File: config.mk
export PLATFORM = sky130hd
export DESIGN_NAME = instr_encoder
export DESIGN_NICKNAME = d
export VERILOG_FILES = /design/src/rtl/instr_encoder_pkg.sv /design/src/rtl/instr_word_pack.sv /design/src/rtl/instr_encoder.sv
export SDC_FILE = /design/constraint.sdc
export NUM_CORES = 1
export LEC_CHECK = 0
export BUFFER_PORTS_ARGS = -buffer_cell sky130_fd_sc_hd__buf_2
export CAP_MARGIN = 20
export CORE_MARGIN = 8
export CORE_UTILIZATION = 46
export DETAILED_ROUTE_END_ITERATION = 8
export GPL_TIMING_DRIVEN = 0
export PLACE_DENSITY = 0.76
export SYNTH_ARGS = -nofsm -noshare
export SYNTH_HDL_FRONTEND = slang
export SYNTH_SLANG_ARGS = --single-unit
export TNS_END_PERCENT = 1
File: constraint.sdc
create_clock -name clk_i -period 2.9 [get_ports clk_i]
set_input_delay 0.435 -clock clk_i [delete_from_list [all_inputs] [get_ports clk_i]]
set_output_delay 0.435 -clock clk_i [all_outputs]
set_load 0.02 [all_outputs]
File: src/rtl/instr_encoder_pkg.sv
// Shared instruction constants for the encoder, CPU decoder and ALU control.
// Holds the descriptor kind codes, opcode/funct fields and word-assembly helpers.
package instr_encoder_pkg;

  typedef enum logic [2:0] {
    KIND_ADD  = 3'd0,
    KIND_SUB  = 3'd1,
    KIND_AND  = 3'd2,
    KIND_OR   = 3'd3,
    KIND_SLT  = 3'd4,
    KIND_ADDI = 3'd5,
    KIND_BEQ  = 3'd6,
    KIND_SLTI = 3'd7
  } kind_e;

  localparam logic [5:0] OP_RTYPE = 6'h00;
  localparam logic [5:0] OP_ADDI  = 6'h08;
  localparam logic [5:0] OP_BEQ   = 6'h04;
  localparam logic [5:0] OP_SLTI  = 6'h0A;

  localparam logic [5:0] FUNCT_ADD = 6'h20;
  localparam logic [5:0] FUNCT_SUB = 6'h22;
  localparam logic [5:0] FUNCT_AND = 6'h24;
  localparam logic [5:0] FUNCT_OR  = 6'h25;
  localparam logic [5:0] FUNCT_SLT = 6'h2A;

  typedef enum logic [1:0] {
    ST_IDLE = 2'd0,
    ST_PEND = 2'd1,
    ST_FULL = 2'd2
  } state_e;

  function automatic logic [31:0] r_word(input logic [4:0] rs, input logic [4:0] rt,
                                         input logic [4:0] rd, input logic [5:0] funct);
    return {OP_RTYPE, rs, rt, rd, 5'd0, funct};
  endfunction

  function automatic logic [31:0] i_word(input logic [5:0] op, input logic [4:0] rs,
                                         input logic [4:0] rt, input logic [15:0] imm);
    return {op, rs, rt, imm};
  endfunction

endpackage

File: src/rtl/instr_word_pack.sv
// Combinational assembly of one MIPS word from a symbolic descriptor.
// kind_ok drops only when the kind is not one of the known codes (e.g. X in simulation).
module instr_word_pack
  import instr_encoder_pkg::*;
(
  input  logic [2:0]  kind,
  input  logic [4:0]  rs,
  input  logic [4:0]  rt,
  input  logic [4:0]  rd,
  input  logic [15:0] imm,
  output logic [31:0] word,
  output logic        kind_ok
);

  always_comb begin
    word    = '0;
    kind_ok = 1'b1;
    case (kind)
      KIND_ADD:  word = r_word(rs, rt, rd, FUNCT_ADD);
      KIND_SUB:  word = r_word(rs, rt, rd, FUNCT_SUB);
      KIND_AND:  word = r_word(rs, rt, rd, FUNCT_AND);
      KIND_OR:   word = r_word(rs, rt, rd, FUNCT_OR);
      KIND_SLT:  word = r_word(rs, rt, rd, FUNCT_SLT);
      KIND_ADDI: word = i_word(OP_ADDI, rs, rt, imm);
      KIND_BEQ:  word = i_word(OP_BEQ, rs, rt, imm);
      KIND_SLTI: word = i_word(OP_SLTI, rs, rt, imm);
      default:   kind_ok = 1'b0;
    endcase
  end

endmodule

File: src/rtl/instr_encoder.sv
// Streaming instruction loader: accepts descriptors, encodes them and writes
// consecutive instruction-memory words through a single registered write stage.
module instr_encoder
  import instr_encoder_pkg::*;
#(
  parameter int ADDR_W    = 8,
  parameter int DEPTH     = 256,
  parameter int BASE_ADDR = 0
) (
  input  logic              clk_i,
  input  logic              rst_i,
  input  logic              flush_i,
  input  logic              valid_i,
  output logic              ready_o,
  input  logic [2:0]        kind_i,
  input  logic [4:0]        rs_i,
  input  logic [4:0]        rt_i,
  input  logic [4:0]        rd_i,
  input  logic [15:0]       imm_i,
  output logic              we_o,
  output logic [ADDR_W-1:0] waddr_o,
  output logic [31:0]       wdata_o,
  input  logic              mem_ready_i,
  output logic [ADDR_W:0]   count_o,
  output logic              full_o,
  output logic              err_o
);

  localparam logic [ADDR_W-1:0] BASE_A   = ADDR_W'(BASE_ADDR);
  localparam logic [ADDR_W:0]   LAST_CNT = (ADDR_W+1)'(DEPTH - 1);

  state_e              state_reg;
  logic                we_reg;
  logic [ADDR_W-1:0]   waddr_reg;
  logic [31:0]         wdata_reg;
  logic [ADDR_W:0]     count_reg;
  logic                full_reg;
  logic                err_reg;
  logic [31:0]         word_next;
  logic                kind_ok;
  logic                accept;

  instr_word_pack u_pack (
    .kind    (kind_i),
    .rs      (rs_i),
    .rt      (rt_i),
    .rd      (rd_i),
    .imm     (imm_i),
    .word    (word_next),
    .kind_ok (kind_ok)
  );

  // A pending write sitting on the last free slot blocks new accepts so that
  // slot cannot be booked twice.
  assign ready_o = !full_reg && (!we_reg || (mem_ready_i && count_reg != LAST_CNT));
  assign accept  = valid_i && ready_o;

  always_ff @(posedge clk_i or posedge rst_i) begin
    if (rst_i) begin
      state_reg <= ST_IDLE;
      we_reg    <= 1'b0;
      waddr_reg <= BASE_A;
      wdata_reg <= '0;
      count_reg <= '0;
      full_reg  <= 1'b0;
      err_reg   <= 1'b0;
    end else if (flush_i) begin
      state_reg <= ST_IDLE;
      we_reg    <= 1'b0;
      waddr_reg <= BASE_A;
      count_reg <= '0;
      full_reg  <= 1'b0;
      err_reg   <= 1'b0;
    end else begin
      if (accept && !kind_ok)
        err_reg <= 1'b1;
      case (state_reg)
        ST_IDLE: begin
          if (accept) begin
            wdata_reg <= word_next;
            we_reg    <= 1'b1;
            state_reg <= ST_PEND;
          end
        end
        ST_PEND: begin
          if (mem_ready_i) begin
            count_reg <= count_reg + 1'b1;
            // The final commit leaves the address on the last slot instead of wrapping.
            if (count_reg == LAST_CNT) begin
              we_reg    <= 1'b0;
              full_reg  <= 1'b1;
              state_reg <= ST_FULL;
            end else begin
              waddr_reg <= waddr_reg + 1'b1;
              if (accept) begin
                wdata_reg <= word_next;
              end else begin
                we_reg    <= 1'b0;
                state_reg <= ST_IDLE;
              end
            end
          end
        end
        ST_FULL: ;
        default: begin
          we_reg    <= 1'b0;
          state_reg <= ST_IDLE;
        end
      endcase
    end
  end

  assign we_o    = we_reg;
  assign waddr_o = waddr_reg;
  assign wdata_o = wdata_reg;
  assign count_o = count_reg;
  assign full_o  = full_reg;
  assign err_o   = err_reg;

endmodule
==> impl_metrics.toml, run 1 <==
[worst_hold_path]
hp-class = "primary input to asynchronous set/reset pin"

[synthesis]
synthSimpleGateAreaFrac_pct = 13.4
synth_cells = 214
yosysWarningCount = 0
synth_edf_count = 0
ys_ff_latch = 49
synth_compound_area_share_pct = 9.34
ys.flop_type = "dfrtp_1"
synth-seq-area-share_pct = 51.7
post_synth.cell_area_avg_um2 = 11.1
synth_top_cell_area_share_pct = 51.7
synth_area_leader_cell = "dfrtp_1"
netlist_top_cells_count = "dfrtp_1, mux2_2, nand2_1"
synth_fa_ha_area_share_pct = 1.58
synth_top_family_by_area = "multiplexers"
ys_top_cells_by_area = "dfrtp_1, mux2_2, mux2i_1"
postSynth.asyncResetShare_pct = 100
synth_mux_area_share_pct = 17.0
synth_xor_area_share_pct = 0.739
synth_most_common_cell = "dfrtp_1"
yosysUniqueCellTypes = 38
netlist_area_um2 = 2370

[setup_path]
timing.rr.start = "count_o[0]$_DFFE_PP0P_"
reg2regPathDepth = 8
timing.rr.end = "wdata_o[23]$_DFFE_PP0P_"
critPathMaxFanout = 10
endpoint = "wdata_o[23]$_DFFE_PP0P_"
r2r_setup_slack_ns = 0.45
required_ns = 3.08
crit_path_start_kind = "flop"
end_kind = "flop"
worstSetupPathType = "flop to flop"
cp.arrival_ns = 2.63
startpoint = "count_o[0]$_DFFE_PP0P_"

[sta]
fin_tns_setup_ns = 0
slew_headroom_pct = 61.7
setup_ws_ns = 0.447
grt_setup_unrepaired = "no"
worst-slew-pin-transition_ns = 0.570
hold_viol = 0
setup_viol = 0
slew_violations = 0
period_share_pct = 84.6
max_freq_mhz = 408
fin_crit_ns = 2.45
fin_skew_ns = 0.00909

[status]
outcome = "finished clean"

[floorplan]
die_w_um = 87.8
fp.dieH_um = 87.8
start_util_pct = 47.0
io_pins = 92
rows = 26
dieArea_um2 = 7710
core-area_um2 = 5040

[cells_and_area]
syn2layout_area_growth_pct = 26.9
drive_above_1_share_pct = 42.5
largest_reg_flops = 29
finish.utilization_pct = 59.7
antenna_cells = 0
num-nets-final = 354

[clock_tree]
cts_tree = "done"
clockRootBuffer = "clkbuf_8"
h-tree-depth = 2
cts-resized-gates = 0
numCtsBuffers = 5
path_clk_slew_ns = 0.09
clock_sinks = 49
cts_setup_buffers = 0
clockBufferDepth = 2
hold_buffers = 0
insertion_delay_ns = 0.30

[routing]
vias = 1923
drc = 0
firstDrtPassIters = 4
vias_per_cell = 5.02
avgRoutedWirePerCell_um = 14.4
drt_iter0_markers = 117
ant_nets = 0
finalWirelength_um = 5500

[placement]
place_hpwl_um = 4270
pre_cts_ws_ns = 0.472
portBuffers = 87
gp_congestion = 0.824

[global_routing]
grt_max_degree = 27
first_global_vias = 1946
grt.overflow.total = 0
antenna_found_initial = 0
grt_pass1_wl_um = 8980
grt_usage_pct = 14.7

[job]
maxCapViolCount = 0

[power]
ir_drop_mv = 0.264
finalPower_uw = 1540
power_density_nw_per_um2 = 512
leakage_uw = 0.00148
cells by family after synthesis:
| group | after synthesis |
|---|---|
| AOI/OAI and AO/OA | 34 |
| adders and majority gates | 3 |
| DFF | 49 |
| other | 1 |
| and+or+nand+nor | 60 |
| buffers and inverters | 28 |
| xor gates and xnor gates | 2 |
| muxes | 37 |
stage by stage:
stage	std cells	hold slack (ns)	area (µm²)
after global routing	383	0.200	3010
after floorplan	217	0.572	2380
final	383	0.167	3010
after global placement	374	0.484	2910
after detailed placement	375	0.490	2930
after CTS	383	0.172	3010
worst max-delay path, cell delays in order, from the launching register on:
cell and delay (ns):
dfrtp_1 0.44, ha_1 0.25, nand2_1 0.11, nor3_1 0.07, ha_1 0.22, nand2b_1 0.22, a2111oi_4 0.41, buf_4 0.25
mux2_2 0.35
layout by cell type, fill, tap and decap left out, drive strengths merged, types with 7 or more instances in the layout:
master | netlist | final
buf | 9 | 97
nand2 | 17 | 17
clkbuf | 3 | 10
mux2i | 11 | 11
o21ai | 7 | 7
dfrtp | 49 | 49
nor2 | 11 | 11
mux2 | 26 | 26
inv | 16 | 16
a21oi | 14 | 14
per-layer routing:
layer,vias to the layer above,track usage [%],share of wire (%)
met5,-,0,0
met4,0,4.38,0.27
met3,2,5.25,10
li1,928,-,-
met1,920,17.0,41
met2,73,24.8,48
worst min path at each step:
stage / start / to / slack, ns
2_1_floorplan: imm_i[10] / wdata_o[10]$_DFFE_PP0P_ / 0.57
3_3_place_gp: wdata_o[17]$_DFFE_PP0P_ / wdata_o[17]$_DFFE_PP0P_ / 0.48
3_5_place_dp: wdata_o[14]$_DFFE_PP0P_ / wdata_o[14]$_DFFE_PP0P_ / 0.49
4_1_cts: rst_i / wdata_o[25]$_DFFE_PP0P_ / 0.17
5_1_grt: rst_i / wdata_o[25]$_DFFE_PP0P_ / 0.20
6_report: rst_i / wdata_o[22]$_DFFE_PP0P_ / 0.17
where the power goes:
| part | internal [µW] | leakage, µW | switching, µW |
|---|---|---|---|
| Clock | 171 | 0.0000385 | 217 |
| Sequential | 752 | 0.000630 | 36.9 |
| Combinational | 148 | 0.000815 | 214 |
| Total | 1070 | 0.00148 | 468 |
area by class of cell:
class	count	area (µm²)
inverter	16	60.1
clock buffer	7	76.3
buffer	12	85.1
fill	432	2030
tap	70	87.6
clock inverter	1	7.51
sequential	49	1230
timing repair buffer	88	455
multi-input combinational	140	1010
No activity file was read; power rests on OpenSTA's default activity.
==> run 2: changes to the inputs <==
CORE_UTILIZATION = 44   (was 46)
clock period = 2.1 ns   (was 2.9 ns; I/O delays follow)
==> impl_metrics.toml, run 2 (synthesis results as in run 1) <==
[status]
outcome = "finished, violations left"
violations = "setup timing"

[setup_path]
startpoint = "count_o[0]$_DFFE_PP0P_"
endpoint = "wdata_o[8]$_DFFE_PP0P_"
required_ns = 2.32
cp_cell_sequence = "ha_4 > nand2_4 > nor3_2 > ha_2 > nand2b_4 > a2111oi_4 > buf_6 > buf_8 > clkbuf_16 > mux2i_1"
worstSetupPathType = "flop to flop"
cpPeakStageDelay_ns = 0.43
critPathMaxFanout = 6
slowest_stage = "dfrtp_2"
end_kind = "flop"
timing.rr.start = "count_o[0]$_DFFE_PP0P_"
crit_path_start_kind = "flop"
r2r_setup_slack_ns = -0.02
cp.arrival_ns = 2.34
reg2regPathDepth = 10
timing.rr.end = "wdata_o[8]$_DFFE_PP0P_"

[sta]
slew_violations = 0
fin_crit_ns = 2.12
max_freq_mhz = 472
hold_viol = 0
fin_skew_ns = 0.00453
period_share_pct = 101
grt_setup_unrepaired = "yes"
slew_headroom_pct = 63.6
worst-slew-pin-transition_ns = 0.546
setup_viol = 12
setup_ws_ns = -0.0192

[cells_and_area]
seq_area_um2 = 1230
fill_cells = 422
num-nets-final = 363
syn2layout_area_growth_pct = 39.7
fin_area_um2 = 3310
layout_commonest_cell = "buf_2"
largest_reg_flops = 29
antenna_cells = 0
final_cell_mix = "buf_2, dfrtp_1, mux2_4, nand2_1, inv_1"
drive_above_1_share_pct = 48.8
multiInputGateArea_um2 = 1160

[routing]
vias_per_cell = 5.08
drt_iter0_markers = 51
finalWirelength_um = 6030
avgRoutedWirePerCell_um = 15.4
ant_nets = 0
firstDrtPassIters = 4
drc = 0
vias = 1993

[placement]
portBuffers = 87
place_hpwl_um = 4330
placed_area_um2 = 2950
gp_congestion = 0.801
pre_cts_ws_ns = -0.111

[floorplan]
dieArea_um2 = 7990
io_pins = 92
die_w_um = 89.4
start_util_pct = 46.1
rows = 26
core-area_um2 = 5140
fp.dieH_um = 89.4

[power]
leakage_uw = 0.00164
ir_drop_mv = 0.369
power_density_nw_per_um2 = 686

[clock_tree]
path_clk_slew_ns = 0.09
cts_tree = "done"
insertion_delay_ns = 0.29
hold_buffers = 0
clockRootBuffer = "clkbuf_8"
clockBufferDepth = 2
numCtsBuffers = 5
clock_sinks = 49
h-tree-depth = 2

[global_routing]
grt.overflow.total = 0
grt_usage_pct = 15.3
grt_max_degree = 26
first_global_vias = 2068
grt_pass1_wl_um = 9590
antenna_found_initial = 0

[job]
maxCapViolCount = 0

[worst_hold_path]
hp-class = "primary input to asynchronous set/reset pin"
## run 2: cell count changes in the layout (fill, tap and decap cells not counted), sizes merged
cell      change
clkinv        +1
clkbuf        +1
buf           +8
clkinvlp      -1
## run 2: worst min path at each step
stage | cells past startpoint | slack [ns] | to
global route | 2 | 0.08 | wdata_o[10]$_DFFE_PP0P_
global placement | 1 | 0.48 | wdata_o[16]$_DFFE_PP0P_
detailed placement | 2 | 0.39 | wdata_o[29]$_DFFE_PP0P_
CTS | 2 | 0.07 | wdata_o[25]$_DFFE_PP0P_
floorplan | 2 | 0.45 | wdata_o[10]$_DFFE_PP0P_
finish | 2 | 0.05 | wdata_o[29]$_DFFE_PP0P_
## run 2: what timing repair did
| action | in CTS | in global routing |
|---|---|---|
| endpoints found under the setup margin | 30 | 36 |
| resized for setup | 26 | 13 |
| setup buffers | 5 | 1 |
| gates cloned | 2 | 1 |
| pin swaps | 3 | 2 |
## run 2: layer usage
layer  part of all wire [%]  track usage, %
met1                     42            18.5
met2                     48            26.2
met3                    9.1            4.14
met4                   0.81            4.08
met5                      0               0
## run 2: through the flow
stage                     hold WS, ns  util [%]  TNS (ns)  std cells  total power [µW]
final                          0.0549      64.4    -0.110        392              2270
after global routing           0.0846      64.4     -1.66        392              2390
after CTS                      0.0656      62.7     -1.42        390              2280
after detailed placement        0.393      57.4     -1.72        375              1620
after global placement          0.484      57.1     -3.18        374              1600
after floorplan                 0.452         -   -0.0890        217              1420
## run 2: critical path: cells and delay by family (launching register included)
kind | cells | cell delay [ns]
DFF | 1 | 0.43
buffers and inverters | 3 | 0.50
and+or+nand+nor | 3 | 0.28
adders and majority gates | 2 | 0.35
muxes | 1 | 0.19
AOI/OAI and AO/OA | 1 | 0.30
## run 2: layout make-up
cell class / instances / area share (%)
Inverter: 16 / 1.81
Timing Repair Buffer: 97 / 17.2
Multi-Input combinational cell: 140 / 34.9
Buffer: 12 / 3.25
Clock buffer: 7 / 2.91
Tap cell: 70 / 2.64
Clock inverter: 1 / 0.151
Sequential cell: 49 / 37.1
## run 2: report_power, final
group | leakage (µW) | switching, µW | internal, µW
clock | 0.0000542 | 299 | 298
combinational | 0.000965 | 315 | 266
sequential | 0.000625 | 54.7 | 1040
total | 0.00164 | 669 | 1600
==> run 3: changes to the inputs <==
CELL_PAD_IN_SITES_DETAIL_PLACEMENT = 0   (was not set)
CELL_PAD_IN_SITES_GLOBAL_PLACEMENT = 2   (was not set)
CORE_UTILIZATION = 26   (was 44)
PLACE_DENSITY = not set   (was 0.76)
PLACE_DENSITY_LB_ADDON = 0.1   (was not set)
clock period = 1.81 ns   (was 2.1 ns; I/O delays follow)
==> impl_metrics.toml, run 3 (synthesis results as in run 1) <==
[power]
finalPower_uw = 2650
ir_drop_mv = 0.305
leakage_uw = 0.00164
power_density_nw_per_um2 = 792

[cells_and_area]
syn2layout_area_growth_pct = 41.0
drive_above_1_share_pct = 48.9
num-nets-final = 366
layout_commonest_cell = "buf_2"
fill_cells = 937
final_cells = 436
fin_area_um2 = 3340
largest_reg_flops = 29
final_cell_mix = "buf_2, dfrtp_1, nand2_1, inv_1, a21oi_1"
antenna_cells = 0

[sta]
slew_headroom_pct = 58.0
slew_violations = 0
worst-slew-pin-transition_ns = 0.626
fin_crit_ns = 2.16
grt_setup_unrepaired = "yes"
hold_viol = 0
max_freq_mhz = 463
period_share_pct = 119
fin_skew_ns = 0.0110
setup_ws_ns = -0.349
setup_viol = 36

[clock_tree]
clock_sinks = 49
clockBufferDepth = 2
insertion_delay_ns = 0.30
cts_tree = "done"
clockRootBuffer = "clkbuf_8"
numCtsBuffers = 5
path_clk_slew_ns = 0.09
h-tree-depth = 2
hold_buffers = 0

[floorplan]
core-area_um2 = 9020
dieArea_um2 = 12400
start_util_pct = 26.3
die_w_um = 111
io_pins = 92
rows = 35
fp.dieH_um = 111

[job]
maxCapViolCount = 0

[setup_path]
cp_top_family = "flip-flops"
slowest_stage = "dfrtp_2"
critPathBufInv = 3
end_kind = "flop"
cpPeakStageDelay_ns = 0.44
reg2regPathDepth = 10
critPathMaxFanout = 4
crit_path_start_kind = "flop"
cp_cell_sequence = "ha_4 > nand2_4 > nor3_2 > ha_2 > nand2b_4 > a2111oi_4 > buf_4 > buf_8 > buf_12 > mux2_4"
worstSetupPathType = "flop to flop"
required_ns = 2.00
path_depth = 10
cp.arrival_ns = 2.35

[placement]
placed_cells = 416
place_hpwl_um = 4830
placed_area_um2 = 3050
gp_congestion = 0.685
portBuffers = 87

[routing]
firstDrtPassIters = 4
drc = 0
ant_nets = 0
finalWirelength_um = 6640
vias_per_cell = 4.44
vias = 1934
avgRoutedWirePerCell_um = 15.2
drt_iter0_markers = 43

[global_routing]
antenna_found_initial = 0
grt_pass1_wl_um = 11200
grt.overflow.total = 0
grt_max_degree = 28
grt_usage_pct = 10.9
first_global_vias = 2093

[status]
outcome = "finished, violations left"
violations = "setup timing"

[worst_hold_path]
hp-class = "primary input to asynchronous set/reset pin"
## run 3: worst paths after layout
check | slack, ns | endpoint | from
max | -0.35 | wdata_o[15]$_DFFE_PP0P_ | count_o[1]$_DFFE_PP0P_
min | 0.01 | wdata_o[13]$_DFFE_PP0P_ | rst_i
max reg2reg | -0.35 | wdata_o[15]$_DFFE_PP0P_ | count_o[1]$_DFFE_PP0P_
min reg2reg | 0.51 | wdata_o[23]$_DFFE_PP0P_ | wdata_o[23]$_DFFE_PP0P_
max in group asynchronous | 1.26 | count_o[0]$_DFFE_PP0P_ | rst_i
min in group clk_i | 0.20 | wdata_o[17]$_DFFE_PP0P_ | rt_i[1]
## run 3: area by class of cell
cell class / count / area, µm² / share of cell area, %
sequential: 49 / 1230 / 36.9
multi-input combinational: 140 / 1110 / 33.3
timing repair buffer: 100 / 591 / 17.7
tap: 111 / 139 / 4.15
buffer: 12 / 108 / 3.22
clock buffer: 7 / 96.3 / 2.88
inverter: 16 / 60.1 / 1.80
clock inverter: 1 / 5.00 / 0.150
## run 3: stage by stage
stage	utilization (%)	setup slack, ns	setup TNS (ns)	hold WS (ns)
detailed placement	33.8	-0.459	-13.74	0.362
global placement	33.6	-0.723	-40.55	0.485
global route	37.1	-0.452	-13.91	0.0422
CTS	36.9	-0.424	-12.13	0.0222
floorplan	-	-0.277	-8.26	0.409
finish	37.1	-0.349	-9.72	0.0117
## run 3: routing by layer
metal | track usage [%] | vias to the layer above | wire, µm
li1 | - | 953 | -
met1 | 14.0 | 928 | 3170
met2 | 17.5 | 48 | 3070
met3 | 3.12 | 5 | 345
met4 | 2.67 | 0 | 63
met5 | 0 | - | 0
## run 3: timing repair
action	in CTS	in global routing
cloned	2	0
pin swaps	3	3
gates resized for setup	15	2
buffers inserted	9	1
setup endpoints to repair	38	38
endpoints found under the hold margin	0	0
## run 3: power breakdown
| group | total [µW] | switching [µW] | leakage, µW | internal [µW] |
|---|---|---|---|---|
| combinational | 656 | 359 | 0.000959 | 297 |
| sequential | 1270 | 62.5 | 0.000622 | 1210 |
| clock | 723 | 377 | 0.0000542 | 347 |
